===== src/rtl/vga_timing_pkg.sv =====
// vga_timing_pkg
//   Shared timing constants for the supported VGA modes, plus helpers that
//   derive axis totals and counter widths from the porch/sync/active widths.
//   No ports; imported by vga_timing_gen and any other display block.
package vga_timing_pkg;

    typedef struct packed {
        logic [15:0] active;
        logic [15:0] fp;
        logic [15:0] sync;
        logic [15:0] bp;
        logic        sync_pol;
    } axis_timing_t;

    // 640x480 @ 60 Hz, 25 MHz pixel clock, negative syncs
    localparam int VGA640_H_ACTIVE = 640;
    localparam int VGA640_H_FP     = 16;
    localparam int VGA640_H_SYNC   = 96;
    localparam int VGA640_H_BP     = 48;
    localparam int VGA640_V_ACTIVE = 480;
    localparam int VGA640_V_FP     = 10;
    localparam int VGA640_V_SYNC   = 2;
    localparam int VGA640_V_BP     = 33;
    localparam int VGA640_SYNC_POL = 0;

    // 800x600 @ 72 Hz, 50 MHz pixel clock, positive syncs
    localparam int SVGA800_H_ACTIVE = 800;
    localparam int SVGA800_H_FP     = 56;
    localparam int SVGA800_H_SYNC   = 120;
    localparam int SVGA800_H_BP     = 64;
    localparam int SVGA800_V_ACTIVE = 600;
    localparam int SVGA800_V_FP     = 37;
    localparam int SVGA800_V_SYNC   = 6;
    localparam int SVGA800_V_BP     = 23;
    localparam int SVGA800_SYNC_POL = 1;

    localparam axis_timing_t VGA640_H = '{16'd640, 16'd16, 16'd96, 16'd48, 1'b0};
    localparam axis_timing_t VGA640_V = '{16'd480, 16'd10, 16'd2, 16'd33, 1'b0};
    localparam axis_timing_t SVGA800_H = '{16'd800, 16'd56, 16'd120, 16'd64, 1'b1};
    localparam axis_timing_t SVGA800_V = '{16'd600, 16'd37, 16'd6, 16'd23, 1'b1};

    function automatic int axis_total(input int active, input int fp,
                                      input int sync, input int bp);
        return active + fp + sync + bp;
    endfunction

    // Width of a counter spanning 0..total-1; never narrower than one bit
    function automatic int cnt_width(input int total);
        return (total <= 2) ? 1 : $clog2(total);
    endfunction

endpackage


===== src/rtl/pix_ce_gen.sv =====
// pix_ce_gen
//   Integer clock-enable divider: one pix_ce per CLK_DIV enabled clocks.
//   Ports:
//     clk    - system clock
//     rst    - synchronous active-high reset (divider returns to 0)
//     en     - run enable; low holds the divider and masks pix_ce
//     pix_ce - combinational, en && divider at its last count
module pix_ce_gen #(
    parameter int CLK_DIV = 4
) (
    input  logic clk,
    input  logic rst,
    input  logic en,
    output logic pix_ce
);

    localparam int DIV_W = (CLK_DIV <= 2) ? 1 : $clog2(CLK_DIV);
    localparam logic [DIV_W-1:0] DIV_LAST = DIV_W'(CLK_DIV - 1);

    if (CLK_DIV < 1) begin : g_bad_div
        $error("pix_ce_gen: CLK_DIV must be >= 1");
    end

    logic [DIV_W-1:0] div;

    // With CLK_DIV=1 the divider stays parked at 0 == DIV_LAST, so pix_ce = en
    always_ff @(posedge clk) begin
        if (rst) begin
            div <= '0;
        end else if (en) begin
            div <= (div == DIV_LAST) ? '0 : div + 1'b1;
        end
    end

    assign pix_ce = en && (div == DIV_LAST);

endmodule


===== src/rtl/vga_timing_gen.sv =====
// vga_timing_gen
//   Parametrised VGA raster timing generator.
//   Ports:
//     clk         - system clock (single domain; pixel rate via pix_ce)
//     rst         - synchronous active-high reset
//     en          - run enable; low freezes raster and strobes
//     pix_ce      - pixel clock-enable from the divider
//     hsync/vsync - registered syncs, polarity from H_/V_SYNC_POL
//     de          - registered display enable
//     col/row     - current raster position
//     line_start  - one clk pulse when col becomes 0
//     frame_start - one clk pulse when (col,row) becomes (0,0)
//     frame_count - completed-frame counter, wraps
//   Reset parks the raster at (H_TOTAL-1, V_TOTAL-1) in back porch so the
//   first pixel after release is (0,0) with a frame_start.
module vga_timing_gen
    import vga_timing_pkg::*;
#(
    parameter int H_ACTIVE   = VGA640_H_ACTIVE,
    parameter int H_FP       = VGA640_H_FP,
    parameter int H_SYNC     = VGA640_H_SYNC,
    parameter int H_BP       = VGA640_H_BP,
    parameter int V_ACTIVE   = VGA640_V_ACTIVE,
    parameter int V_FP       = VGA640_V_FP,
    parameter int V_SYNC     = VGA640_V_SYNC,
    parameter int V_BP       = VGA640_V_BP,
    parameter int H_SYNC_POL = 0,
    parameter int V_SYNC_POL = 0,
    parameter int CLK_DIV    = 4,
    parameter int FRAME_W    = 16,
    localparam int H_TOTAL   = axis_total(H_ACTIVE, H_FP, H_SYNC, H_BP),
    localparam int V_TOTAL   = axis_total(V_ACTIVE, V_FP, V_SYNC, V_BP),
    localparam int COL_W     = cnt_width(H_TOTAL),
    localparam int ROW_W     = cnt_width(V_TOTAL)
) (
    input  logic               clk,
    input  logic               rst,
    input  logic               en,
    output logic               pix_ce,
    output logic               hsync,
    output logic               vsync,
    output logic               de,
    output logic [COL_W-1:0]   col,
    output logic [ROW_W-1:0]   row,
    output logic               line_start,
    output logic               frame_start,
    output logic [FRAME_W-1:0] frame_count
);

    if (H_FP < 1 || H_SYNC < 1 || H_BP < 1) begin : g_bad_h
        $error("vga_timing_gen: horizontal porch/sync widths must be >= 1");
    end
    if (V_FP < 1 || V_SYNC < 1 || V_BP < 1) begin : g_bad_v
        $error("vga_timing_gen: vertical porch/sync widths must be >= 1");
    end
    if (CLK_DIV < 1) begin : g_bad_div
        $error("vga_timing_gen: CLK_DIV must be >= 1");
    end
    if (H_SYNC_POL != 0 && H_SYNC_POL != 1) begin : g_bad_hpol
        $error("vga_timing_gen: H_SYNC_POL must be 0 or 1");
    end
    if (V_SYNC_POL != 0 && V_SYNC_POL != 1) begin : g_bad_vpol
        $error("vga_timing_gen: V_SYNC_POL must be 0 or 1");
    end

    localparam logic [COL_W-1:0] COL_LAST  = COL_W'(H_TOTAL - 1);
    localparam logic [ROW_W-1:0] ROW_LAST  = ROW_W'(V_TOTAL - 1);
    localparam logic [COL_W-1:0] COL_DE    = COL_W'(H_ACTIVE);
    localparam logic [ROW_W-1:0] ROW_DE    = ROW_W'(V_ACTIVE);
    localparam logic [COL_W-1:0] HS_FIRST  = COL_W'(H_ACTIVE + H_FP);
    localparam logic [COL_W-1:0] HS_LAST   = COL_W'(H_ACTIVE + H_FP + H_SYNC - 1);
    localparam logic [ROW_W-1:0] VS_FIRST  = ROW_W'(V_ACTIVE + V_FP);
    localparam logic [ROW_W-1:0] VS_LAST   = ROW_W'(V_ACTIVE + V_FP + V_SYNC - 1);
    localparam logic             HS_ON     = 1'(H_SYNC_POL);
    localparam logic             VS_ON     = 1'(V_SYNC_POL);

    pix_ce_gen #(
        .CLK_DIV (CLK_DIV)
    ) u_pix_ce_gen (
        .clk    (clk),
        .rst    (rst),
        .en     (en),
        .pix_ce (pix_ce)
    );

    logic [COL_W-1:0] col_nxt;
    logic [ROW_W-1:0] row_nxt;
    logic             hsync_nxt;
    logic             vsync_nxt;
    logic             de_nxt;

    always_comb begin
        col_nxt = col + 1'b1;
        row_nxt = row;
        if (col == COL_LAST) begin
            col_nxt = '0;
            row_nxt = (row == ROW_LAST) ? '0 : row + 1'b1;
        end
    end

    // Decode from the next position so syncs/de land with col/row on the same edge
    always_comb begin
        hsync_nxt = (col_nxt >= HS_FIRST && col_nxt <= HS_LAST) ? HS_ON : ~HS_ON;
        vsync_nxt = (row_nxt >= VS_FIRST && row_nxt <= VS_LAST) ? VS_ON : ~VS_ON;
        de_nxt    = (col_nxt < COL_DE) && (row_nxt < ROW_DE);
    end

    always_ff @(posedge clk) begin
        if (rst) begin
            col         <= COL_LAST;
            row         <= ROW_LAST;
            hsync       <= ~HS_ON;
            vsync       <= ~VS_ON;
            de          <= 1'b0;
            line_start  <= 1'b0;
            frame_start <= 1'b0;
            frame_count <= '0;
        end else begin
            line_start  <= 1'b0;
            frame_start <= 1'b0;
            if (pix_ce) begin
                col         <= col_nxt;
                row         <= row_nxt;
                hsync       <= hsync_nxt;
                vsync       <= vsync_nxt;
                de          <= de_nxt;
                line_start  <= (col_nxt == '0);
                frame_start <= (col_nxt == '0) && (row_nxt == '0);
                if ((col_nxt == '0) && (row_nxt == '0)) begin
                    frame_count <= frame_count + 1'b1;
                end
            end
        end
    end

endmodule


===== config.mk =====
export PLATFORM = sky130hd
export DESIGN_NAME = vga_timing_gen
export DESIGN_NICKNAME = d
export VERILOG_FILES = /design/src/rtl/vga_timing_pkg.sv /design/src/rtl/pix_ce_gen.sv /design/src/rtl/vga_timing_gen.sv
export SDC_FILE = /design/constraint.sdc
export NUM_CORES = 1
export LEC_CHECK = 0
export CAP_MARGIN = 20
export CORE_MARGIN = 1
export CORE_UTILIZATION = 50
export CTS_BUF_LIST = sky130_fd_sc_hd__clkbuf_4 sky130_fd_sc_hd__clkbuf_8 sky130_fd_sc_hd__clkbuf_16
export CTS_CLUSTER_DIAMETER = 80
export CTS_CLUSTER_SIZE = 24
export DETAILED_ROUTE_END_ITERATION = 6
export PLACE_DENSITY = 0.77
export SYNTH_ARGS = -nofsm -noshare
export SYNTH_HDL_FRONTEND = slang
export SYNTH_SLANG_ARGS = --single-unit

===== constraint.sdc =====
create_clock -name clk -period 2.8 [get_ports clk]
set_clock_uncertainty 0.15 [all_clocks]
set_input_delay 0.42 -clock clk [delete_from_list [all_inputs] [get_ports clk]]
set_output_delay 0.42 -clock clk [all_outputs]
set_load 0.005 [all_outputs]

After elaboration in Yosys (flattened, before gate mapping)
Index checks and enable logic that the tools add are counted.
- flip-flop bits (word level): 43
- input port bits: 3
- output and inout port bits: 42
- logic and storage cells: 38
- add/sub/neg operators: 4
- $lt $le $gt $ge: 6
- equality and inequality tests: 3
- multiplexer cells: 6
- bitwise logic cells: 1
- reduce and logical (&&, ||, !) cells: 9
- operators with widths (operator ; count):
    two-way mux 10 bit ; 3
    adder 10 x 1 -> 10 bit, second input constant ; 2
    equality test 10 bit, second input constant ; 2
    logical NOT 10 bit ; 2
    adder 16 x 1 -> 16 bit, second input constant ; 1
    greater-or-equal comparator 10 bit, second input constant ; 1
    greater-or-equal comparator 10 x 9 -> 1 bit, second input constant ; 1
    less-or-equal comparator 10 bit, second input constant ; 1
    less-or-equal comparator 10 x 9 -> 1 bit, second input constant ; 1
    less-than comparator 10 bit, second input constant ; 1
    less-than comparator 10 x 9 -> 1 bit, second input constant ; 1
    logical AND 1 bit ; 5
    adder 2 x 1 -> 2 bit, second input constant ; 1
    equality test 2 bit, second input constant ; 1
    two-way mux 1 bit ; 2
    two-way mux 2 bit ; 1
    AND reduction 2 bit ; 1
    OR reduction 2 bit ; 1
    NOT 1 bit ; 1

Logic depth before layout (Yosys ltp)
Gate-level depths: netlist of run 1.
- depth in word-level cells: 6
- depth in mapped cells: 10
- gate-level depth less buffers: 8

Hierarchy
From an unflattened synthesis of run 1, not the netlist that was laid out.
- cells, all modules: 336
- area total of the unflattened synthesis: 2628.8 um^2
- by module, submodules not included (module ; times used ; cells each ; area each (um^2) ; seq. area each (um^2)):
    vga_timing_gen ; 1 ; 327 ; 2536.2 ; 820.8
    pix_ce_gen ; 1 ; 9 ; 92.6 ; 40.0

Least setup slack after synthesis of run 1
OpenSTA, ideal clock, no wires.
- path kind: register to register
- start point: reg col[0]
- end point: reg frame_count[10]
- setup time: 0.123 ns
- arrival: 2.635 ns
- data required time: 2.527 ns
- path slack: -0.108 ns
- stages on the path, launching flop included: 9
- path buffers: 1
- period minus slack after synthesis: 2.908 ns
- cell sequence: dfxtp_1 ha_1 nand4_2 or3_4 a2111oi_4 nand4_4 buf_6 nor4_2 mux2_1
- cells in the longest elaborated chain, start to end: 5
- elaborated cells between the ends (all ways): 8
- classes of those cells: add/sub: 1; eq/ne: 1; mux: 2; reduce/logical: 4
- ends and longest elaborated chain (what ; line ; RTL):
    start, declared ; vga_timing_gen.sv:43 ; output logic [COL_W-1:0] col,
    start signal, assigned ; vga_timing_gen.sv:122 ; col <= col_nxt;
    adder 10 x 1 -> 10 bit / equality test 10 bit (equally long branches) ; vga_timing_gen.sv:93, vga_timing_gen.sv:95 ;
    two-way mux 10 bit ; vga_timing_gen.sv:95 ; if (col == COL_LAST) begin
    logical NOT 10 bit ; vga_timing_gen.sv:129 ; if ((col_nxt == '0) && (row_nxt == '0)) begin
    logical AND 1 bit * ; vga_timing_gen.sv:129 ;
    AND reduction 2 bit (no source line) * ; -- ;
    end signal, assigned ; vga_timing_gen.sv:130 ; frame_count <= frame_count + 1'b1;
    end, declared ; vga_timing_gen.sv:47 ; output logic [FRAME_W-1:0] frame_count
Every way passes the cells marked *; elsewhere a longest branch is shown, timed or not.
A chain may end at the register's enable or synchronous reset.

Final worst setup path of run 1
- start point: reg col[0]
- end point: reg frame_count[2]
The elaborated chain is that of the path after synthesis.

==> flow_summary.ini, run 1 <==
[floorplanning]
io_pins = 45
design.core.area_um2 = 5680
die-height_um = 79.8
die-area_um2 = 6370
initial_core_util_pct = 53.3
rows = 27
fp.dieW_um = 79.8

[yosys]
ys_warn_count = 0
netlist.area_leader.share_pct = 28.5
synth_area_leaders = dfxtp_1, nor2_1, nor4_2
synth_top_cell_by_area = dfxtp_1
ys_async_sr_fraction_pct = 0
ys_ff_latch = 43
synthFlopType = dfxtp_1
synthXorXnorAreaFrac_pct = 4.05
synth-simple-area-share_pct = 34.2
yosysSeqAreaShare_pct = 28.5
syn_inst = 368
syn_area_per_cell_um2 = 8.22
synth-edff-count = 0
netlist_area_um2 = 3030
synth_top_family_by_area = simple AND/OR/NAND/NOR gates
synth_compound_area_share_pct = 18.5
synthMuxAreaShare_pct = 6.58
synthAdderAreaFrac_pct = 2.48
syn_nets = 377
yosysUniqueCellTypes = 64

[clocking]
clkTransAtPathRegs_ns = 0.08
root_buffer = clkbuf_8
htreeDepth = 2
cts_tree = built
numCtsBuffers = 5
holdBufCountCts = 0
clock_latency_ns = 0.30
cts.sinks = 43
cts_buffer_depth = 2

[worst_setup_path]
critPathArrivalTime_ns = 2.84
path_class = reg -> reg
start_kind = flop
r2r_start = col[0]$_SDFFE_PP1P_
critical_path_required_ns = 2.84
cp_max_fo = 8
cp-end-kind = flop
cp-startpoint = col[0]$_SDFFE_PP1P_

[power]
p_total_w = 0.00133
seqPwrFrac_pct = 46.6
p_clk_share_pct = 38.1
power_frac_comb_pct = 15.3
switching_share_pct = 25.9
p_leak_nw = 1.46
vdd_drop_max_uv = 310
p_switching_w = 0.000345
p_int_w = 0.000986
pwr_density_cell_nw_per_um2 = 330

[placement]
place_ws_ns = 0.0173
hpwlAfterDp_mm = 5.64
placed_area_um2 = 3810
numPortBuffers = 44
place.gp.congestion = 0.880
dp.cells = 503

[drt]
vias = 3137
wl_per_cell_um = 15.7
drtIter0Drc = 303
vias_per_cell = 6.10
first_pass_iters = 5
drt_wl_total_mm = 8.07
antenna_left = 0
drcViolationCount = 0

[finish]
antennaDiodeCount = 0
fill_cells = 450
fin_cells = 514
layout_common_cells = clkdlybuf4s50_1, buf_4, nor2_1
syn2layout_area_growth_pct = 33.2
final_common_cell = clkdlybuf4s50_1
drive_gt1_share_pct = 21.0
design_area_um2 = 4030
fin_nets = 450

[run]
drv_cap = 0

[timing]
worstMarginPinSlew_ns = 0.560
slew_headroom_pct = 62.3
period_share_pct = 100
timing.fmax_mhz = 356
fin_ws_ns = -0.00763
report.final.slew_viol_count = 0
hold_slack_ns = 0.355
rsz0062_at_grt = yes
finalHoldViolations = 0
min_period_ns = 2.81
setup_viol = 1

[global_route]
track_usage_pct = 25.6
antenna_found_initial = 0
grt_pass1_vias = 2832
grt_pass1_wl_mm = 13.0
grt-ovfl-total = 0
grt_start_max_net_pins = 52

[status]
violations = negative setup slack
status = finished with violations

[hold_path]
hold_class = reg -> reg
holdCritStartpoint = u_pix_ce_gen.div[1]$_SDFFE_PP0P_
==> critical path: stages (launching register included) <==
cell       delay, ns
dfxtp_2         0.36
ha_4            0.16
nand4_4         0.12
or3_4           0.43
a2111oi_4       0.34
nand4_4         0.22
buf_4           0.21
nor4_1          0.32
mux2_2          0.38
==> cells in the mapped netlist, types with 2 or more instances <==
master	instances
mux2_2	6
or4_1	4
nand3_1	8
mux2i_1	3
nand4_1	8
clkbuf_1	8
nand4b_1	3
nor2b_1	15
a21oi_1	13
and3_1	12
nor3_1	17
and4_1	3
o211ai_1	13
nand2b_1	3
nor4_1	9
xnor2_1	12
o2111ai_1	7
and2_1	4
o211a_1	2
o21ai_0	13
nand2_1	25
a31oi_1	3
or3_1	3
buf_2	13
buf_1	2
a211oi_1	2
a2111oi_4	2
o22ai_1	2
mux2_1	9
dfxtp_1	43
xor2_1	2
or2_2	3
ha_1	6
inv_1	12
nor4_2	9
o41a_1	2
clkinv_1	2
nor2_1	39
==> per-layer routing <==
layer / track usage, % / wire, µm / vias to the layer above
met1: 34.4 / 3680 / 1479
met5: 0 / 0 / -
met4: 6.43 / 127 / 0
li1: - / - / 1509
met2: 41.0 / 3760 / 131
met3: 6.06 / 504 / 18
==> cell type report <==
cell class	instances	area, µm²	share of cell area [%]
tap	72	90.1	2.24
clock inverter	2	35.0	0.870
inverter	14	52.6	1.30
timing repair buffer	91	830	20.6
clock buffer	6	82.6	2.05
sequential	43	870	21.6
multi-input combinational	286	2070	51.4
==> worst paths after layout <==
check / to / slack (ns) / depth (start not counted)
max: frame_count[2]$_SDFFE_PP0P_ / -0.008 / 8
min: u_pix_ce_gen.div[1]$_SDFFE_PP0P_ / 0.36 / 2
max reg2reg: frame_count[2]$_SDFFE_PP0P_ / -0.008 / 8
min reg2reg: u_pix_ce_gen.div[1]$_SDFFE_PP0P_ / 0.36 / 2
==> stage by stage <==
step / util, % / TNS [ns]
after floorplan: - / 0
after global placement: 67.2 / 0
after detailed placement: 67.2 / 0
after CTS: 69.3 / 0
after global routing: 71.0 / -0.386
final: 71.0 / -0.00763
==> logic make-up (layout without fill, tap and decap cells) <==
group,after synthesis,in the layout
AO/OA/AOI/OAI,73,73
XOR/XNOR,14,14
adder cells (fa/ha/maj),6,6
buffers and inverters,39,113
flip-flops,43,43
multiplexers,18,18
AND/OR/NAND/NOR,175,175
==> flip-flops by register name, summed over array words and instances, names as in the netlist <==
register and cells:
frame_count 16, col 10, row 10, u_pix_ce_gen.div 2, de 1, frame_start 1, hsync 1, line_start 1
vsync 1
==> power groups by stage <==
stage / Clock, W / Sequential (W) / Combinational (W)
floorplan: 0 / 0.000635 / 0.000111
global placement: 0 / 0.000635 / 0.000180
detailed placement: 0 / 0.000635 / 0.000184
CTS: 0.000518 / 0.000621 / 0.000184
global route: 0.000546 / 0.000622 / 0.000219
finish: 0.000507 / 0.000621 / 0.000204
==> what timing repair did <==
| item | CTS | global route |
|---|---|---|
| setup endpoints to repair | 0 | 16 |
| setup buffers | 0 | 3 |
| resized for setup | 0 | 16 |
Note: power is estimated with default switching activity, not from simulation.
==> run 2: changes to the inputs <==
RECOVER_POWER = 100   (was not set)
==> flow_summary.ini, run 2 (synthesis results as in run 1) <==
[drt]
drtIter0Drc = 322
wl_per_cell_um = 15.7
drt_wl_total_mm = 8.07
drcViolationCount = 0
first_pass_iters = 5
vias = 3130
antenna_left = 0
vias_per_cell = 6.09

[floorplanning]
design.core.area_um2 = 5680
initial_core_util_pct = 53.3
die-area_um2 = 6370
io_pins = 45
fp.dieW_um = 79.8
die-height_um = 79.8
rows = 27

[clocking]
holdBufCountCts = 0
clkTransAtPathRegs_ns = 0.08
htreeDepth = 2
numCtsBuffers = 5
root_buffer = clkbuf_8
clock_latency_ns = 0.30
cts_tree = built
cts_buffer_depth = 2
cts.sinks = 43

[global_route]
grt-ovfl-total = 0
grt_pass1_wl_mm = 13.0
grt_use_met3_pct = 6.06
antenna_found_initial = 0
grt_pass1_vias = 2832
top_usage_layer = met2
use_met2_pct = 41.0
track_usage_pct = 25.6
grt_start_max_net_pins = 52
grt_use_met1_pct = 34.4

[worst_setup_path]
cp_max_fo = 8
critPathArrivalTime_ns = 2.84
path_class = reg -> reg
cp-end-kind = flop
critical_path_required_ns = 2.84
path_buf_inv = 1
cpMostUsedCell = nand4_4
crit_chain = ha_4 -> nand4_4 -> or3_4 -> a2111oi_4 -> nand4_4 -> buf_4 -> nor4_1 -> mux2_2
slowest_stage = or3_4
start_kind = flop
slowest_delay_ns = 0.43
crit_cells = 8
crit_family = simple AND/OR/NAND/NOR gates
reg2reg_depth = 8

[run]
drv_cap = 0

[finish]
antennaDiodeCount = 0
drive_gt1_share_pct = 20.6
regMostFlops = frame_count
fin_util_pct = 70.9
syn2layout_area_growth_pct = 32.9
final_common_cell = clkdlybuf4s50_1
fin_nets = 450
layout_common_cells = clkdlybuf4s50_1, buf_4, nor2_1
largest_reg_flops = 16
reg_top3 = frame_count: 16 flops, col: 10 flops, row: 10 flops

[timing]
period_share_pct = 100
finalHoldViolations = 0
setup_viol = 1
timing.fmax_mhz = 356
rsz0062_at_grt = yes
fin_ws_ns = -0.00623
worstMarginPinSlew_ns = 0.560
min_period_ns = 2.81
slew_headroom_pct = 62.3
report.final.slew_viol_count = 0

[power]
power_frac_comb_pct = 15.2
p_switching_w = 0.000345
pwr_density_cell_nw_per_um2 = 331
p_leak_nw = 1.46
p_total_w = 0.00133
seqPwrFrac_pct = 46.7
p_int_w = 0.000985
vdd_drop_max_uv = 310
p_clk_share_pct = 38.1
switching_share_pct = 26.0

[hold_path]
whs_path_depth = 2
hold_class = reg -> reg

[placement]
numPortBuffers = 44
place.gp.congestion = 0.880
hpwlAfterDp_mm = 5.64

[status]
status = finished with violations
violations = negative setup slack
[run 2: per-stage QoR]
step	cells	setup WS [ns]	cell area, µm²	TNS (ns)	hold slack, ns
after floorplan	368	0.0379	3050	0	0.315
after detailed placement	503	0.0173	3810	0	0.347
after CTS	511	0.0150	3930	0	0.367
after global placement	503	0.0686	3810	0	0.329
after global routing	514	-0.0857	4020	-0.386	0.393
final	514	-0.00623	4020	-0.00623	0.355
[run 2: timing repair]
item / CTS / global route
gates resized for setup: 0 / 16
buffers inserted: 0 / 3
setup endpoints to repair: 0 / 16
hold endpoints to repair: 0 / 0
[run 2: per-layer routing]
| layer | routed length [µm] | up-vias | share of wire, % |
|---|---|---|---|
| met5 | 0 | - | 0 |
| met4 | 127 | 0 | 1.6 |
| met3 | 515 | 18 | 6.4 |
| met2 | 3750 | 133 | 46 |
| met1 | 3680 | 1472 | 46 |
| li1 | - | 1507 | - |
[run 2: area by class of cell]
cell class | instances | area, µm²
sequential | 43 | 870
multi-input combinational | 286 | 2070
clock buffer | 6 | 82.6
timing repair buffer | 91 | 822
inverter | 14 | 52.6
clock inverter | 2 | 35.0
tap | 72 | 90.1
fill | 451 | 1650
[run 2: power by group through the flow]
| stage | clock network (W) | registers [W] | logic [W] |
|---|---|---|---|
| after floorplan | 0 | 0.000635 | 0.000111 |
| after global placement | 0 | 0.000635 | 0.000180 |
| after detailed placement | 0 | 0.000635 | 0.000184 |
| after CTS | 0.000518 | 0.000621 | 0.000184 |
| after global routing | 0.000546 | 0.000622 | 0.000218 |
| final | 0.000507 | 0.000621 | 0.000202 |
[run 2: worst reg2reg max path, stage by stage (launching register included)]
cell and delay [ns]:
dfxtp_2 0.36, ha_4 0.16, nand4_4 0.12, or3_4 0.43, a2111oi_4 0.34, nand4_4 0.22
buf_4 0.21, nor4_1 0.32, mux2_2 0.38
[run 2: worst paths after layout]
check	slack (ns)	end	from
max	-0.006	frame_count[2]$_SDFFE_PP0P_	col[0]$_SDFFE_PP1P_
min	0.35	u_pix_ce_gen.div[1]$_SDFFE_PP0P_	u_pix_ce_gen.div[1]$_SDFFE_PP0P_
max reg2reg	-0.006	frame_count[2]$_SDFFE_PP0P_	col[0]$_SDFFE_PP1P_
min reg2reg	0.35	u_pix_ce_gen.div[1]$_SDFFE_PP0P_	u_pix_ce_gen.div[1]$_SDFFE_PP0P_
==> run 3: changes to the inputs <==
--- a/config.mk
+++ b/config.mk
@@ -16,2 +16,3 @@
 export RECOVER_POWER = 100
+export SLEW_MARGIN = 20
 export SYNTH_ARGS = -nofsm -noshare
--- a/constraint.sdc
+++ b/constraint.sdc
@@ -4,2 +4,2 @@
 set_output_delay 0.42 -clock clk [all_outputs]
-set_load 0.005 [all_outputs]
+set_load 0.1 [all_outputs]
==> flow_summary.ini, run 3 (synthesis results as in run 1) <==
[status]
status = completed

[placement]
numPortBuffers = 44
dp.cells = 487
hpwlAfterDp_mm = 5.58
place.gp.congestion = 0.925

[drt]
antenna_left = 0
wl_per_cell_um = 16.2
first_pass_iters = 4
drcViolationCount = 0
drt_wl_total_mm = 8.05
vias = 3060
vias_per_cell = 6.17
drtIter0Drc = 342

[worst_setup_path]
cp-end-kind = flop
r2r_start = row[3]$_SDFFE_PP1P_
critPathArrivalTime_ns = 2.75
start_kind = flop
cp_max_fo = 14
path_class = reg -> reg
rr_endpoint = frame_count[10]$_SDFFE_PP0P_
reg2reg_depth = 7
crit_chain = nand4_1 -> or2_2 -> a2111oi_4 -> buf_4 -> o2111ai_1 -> nor4_4 -> mux2_1
r2r_slack_ns = 0.09
slowest_delay_ns = 0.43
critical_path_required_ns = 2.84
slowest_stage = dfxtp_4

[clocking]
cts.sinks = 43
cts_tree = built
numCtsBuffers = 5
cts_buffer_depth = 2
holdBufCountCts = 0
clock_latency_ns = 0.31
htreeDepth = 2
root_buffer = clkbuf_8
clkTransAtPathRegs_ns = 0.09

[global_route]
track_usage_pct = 26.8
grt_start_max_net_pins = 40
grt_pass1_wl_mm = 13.4
grt_pass1_vias = 2723
antenna_found_initial = 0
grt-ovfl-total = 0

[floorplanning]
fp.dieW_um = 79.8
io_pins = 45
rows = 27
initial_core_util_pct = 53.3
die-area_um2 = 6370
die-height_um = 79.8
design.core.area_um2 = 5680

[timing]
rsz0062_at_grt = yes
timing.fmax_mhz = 370
worstMarginPinSlew_ns = 1.20
min_period_ns = 2.71
slew_headroom_pct = 20.6
report.final.slew_viol_count = 0
finalHoldViolations = 0
hold_slack_ns = 0.356
setup_viol = 0
timing.setup.tns_ns = 0
period_share_pct = 96.7

[finish]
fin_cells = 496
layout_common_cells = clkbuf_1, nor2_1, nand2_1
regMostFlops = frame_count
drive_gt1_share_pct = 20.5
largest_reg_flops = 16
reg_top3 = frame_count: 16 flops, col: 10 flops, row: 10 flops
final_common_cell = clkbuf_1
antennaDiodeCount = 0
multi_input_area_um2 = 2120
syn2layout_area_growth_pct = 23.2
seqCellArea_um2 = 918
fin_nets = 432
fill_cells = 509
fin_util_pct = 65.7

[run]
drv_cap = 0

[hold_path]
holdCritStartpoint = frame_count[1]$_SDFFE_PP0P_
min_to = frame_count[1]$_SDFFE_PP0P_
hold_class = reg -> reg
whs_path_depth = 2

[power]
vdd_drop_max_uv = 281
p_leak_nw = 1.27
pwr_density_cell_nw_per_um2 = 387
-- run 3: cell types whose count changed in the layout (fill, tap and decap cells not counted), moves of 2 or more --
cell             before  now
dfxtp_4               0   13
nor4_4                5   10
nor4_1                9    7
buf_6                 3    1
dfxtp_1              36   23
clkbuf_1              2   45
clkdlybuf4s50_1      43    1
nor4_2                5    2
buf_4                40   22
-- run 3: cell type report --
type | instances | share of cell area, %
Clock buffer | 6 | 2.05
Tap cell | 72 | 2.42
Multi-Input combinational cell | 286 | 56.9
Inverter | 14 | 1.41
Clock inverter | 2 | 1.61
Sequential cell | 43 | 24.6
Timing Repair Buffer | 73 | 11.0
-- run 3: metrics by stage --
| step | total power [W] | setup slack (ns) | area, µm² |
|---|---|---|---|
| floorplan | 0.000779 | -0.139 | 3210 |
| global placement | 0.000843 | 0.0929 | 3750 |
| detailed placement | 0.000846 | 0.0369 | 3750 |
| CTS | 0.00145 | 0.0230 | 3880 |
| global route | 0.00149 | -0.00877 | 3730 |
| finish | 0.00144 | 0.0937 | 3730 |
-- run 3: critical path, delay by kind of cell, from the launching register on --
kind / cells / cell delay (ns)
buf+inv: 1 / 0.26
compound gates: 2 / 0.54
simple gates: 3 / 0.86
flops: 1 / 0.43
mux: 1 / 0.35
-- run 3: timing repair --
action	4_1_cts	5_1_grt
setup endpoints to repair	0	14
setup buffers	0	1
resized for setup	0	4
endpoints found under the hold margin	0	0
-- run 3: worst max path at each step --
stage / start / cells after the start / slack [ns] / endpoint
2_1_floorplan: col[1]$_SDFFE_PP1P_ / 8 / -0.14 / frame_count[6]$_SDFFE_PP0P_
3_3_place_gp: col[1]$_SDFFE_PP1P_ / 7 / 0.09 / frame_count[15]$_SDFFE_PP0P_
3_5_place_dp: col[1]$_SDFFE_PP1P_ / 8 / 0.04 / frame_count[10]$_SDFFE_PP0P_
4_1_cts: col[1]$_SDFFE_PP1P_ / 8 / 0.02 / frame_count[10]$_SDFFE_PP0P_
5_1_grt: col[1]$_SDFFE_PP1P_ / 8 / -0.009 / frame_count[7]$_SDFFE_PP0P_
6_report: row[3]$_SDFFE_PP1P_ / 7 / 0.09 / frame_count[10]$_SDFFE_PP0P_
-- run 3: metal layers --
metal  up-vias  part of all wire (%)  global-route usage, %
met1      1466                    48                   38.5
met3        15                   4.5                   4.46
met4         0                   1.8                   9.64
li1       1478                     -                      -
met5         -                     0                      0
met2       101                    45                   40.0
-- run 3: power breakdown --
group	switching [W]	internal [W]	leakage, nW
Clock	0.000242	0.000367	0.0688
Combinational	0.000154	0.0000671	0.854
Sequential	0.00000693	0.000605	0.352
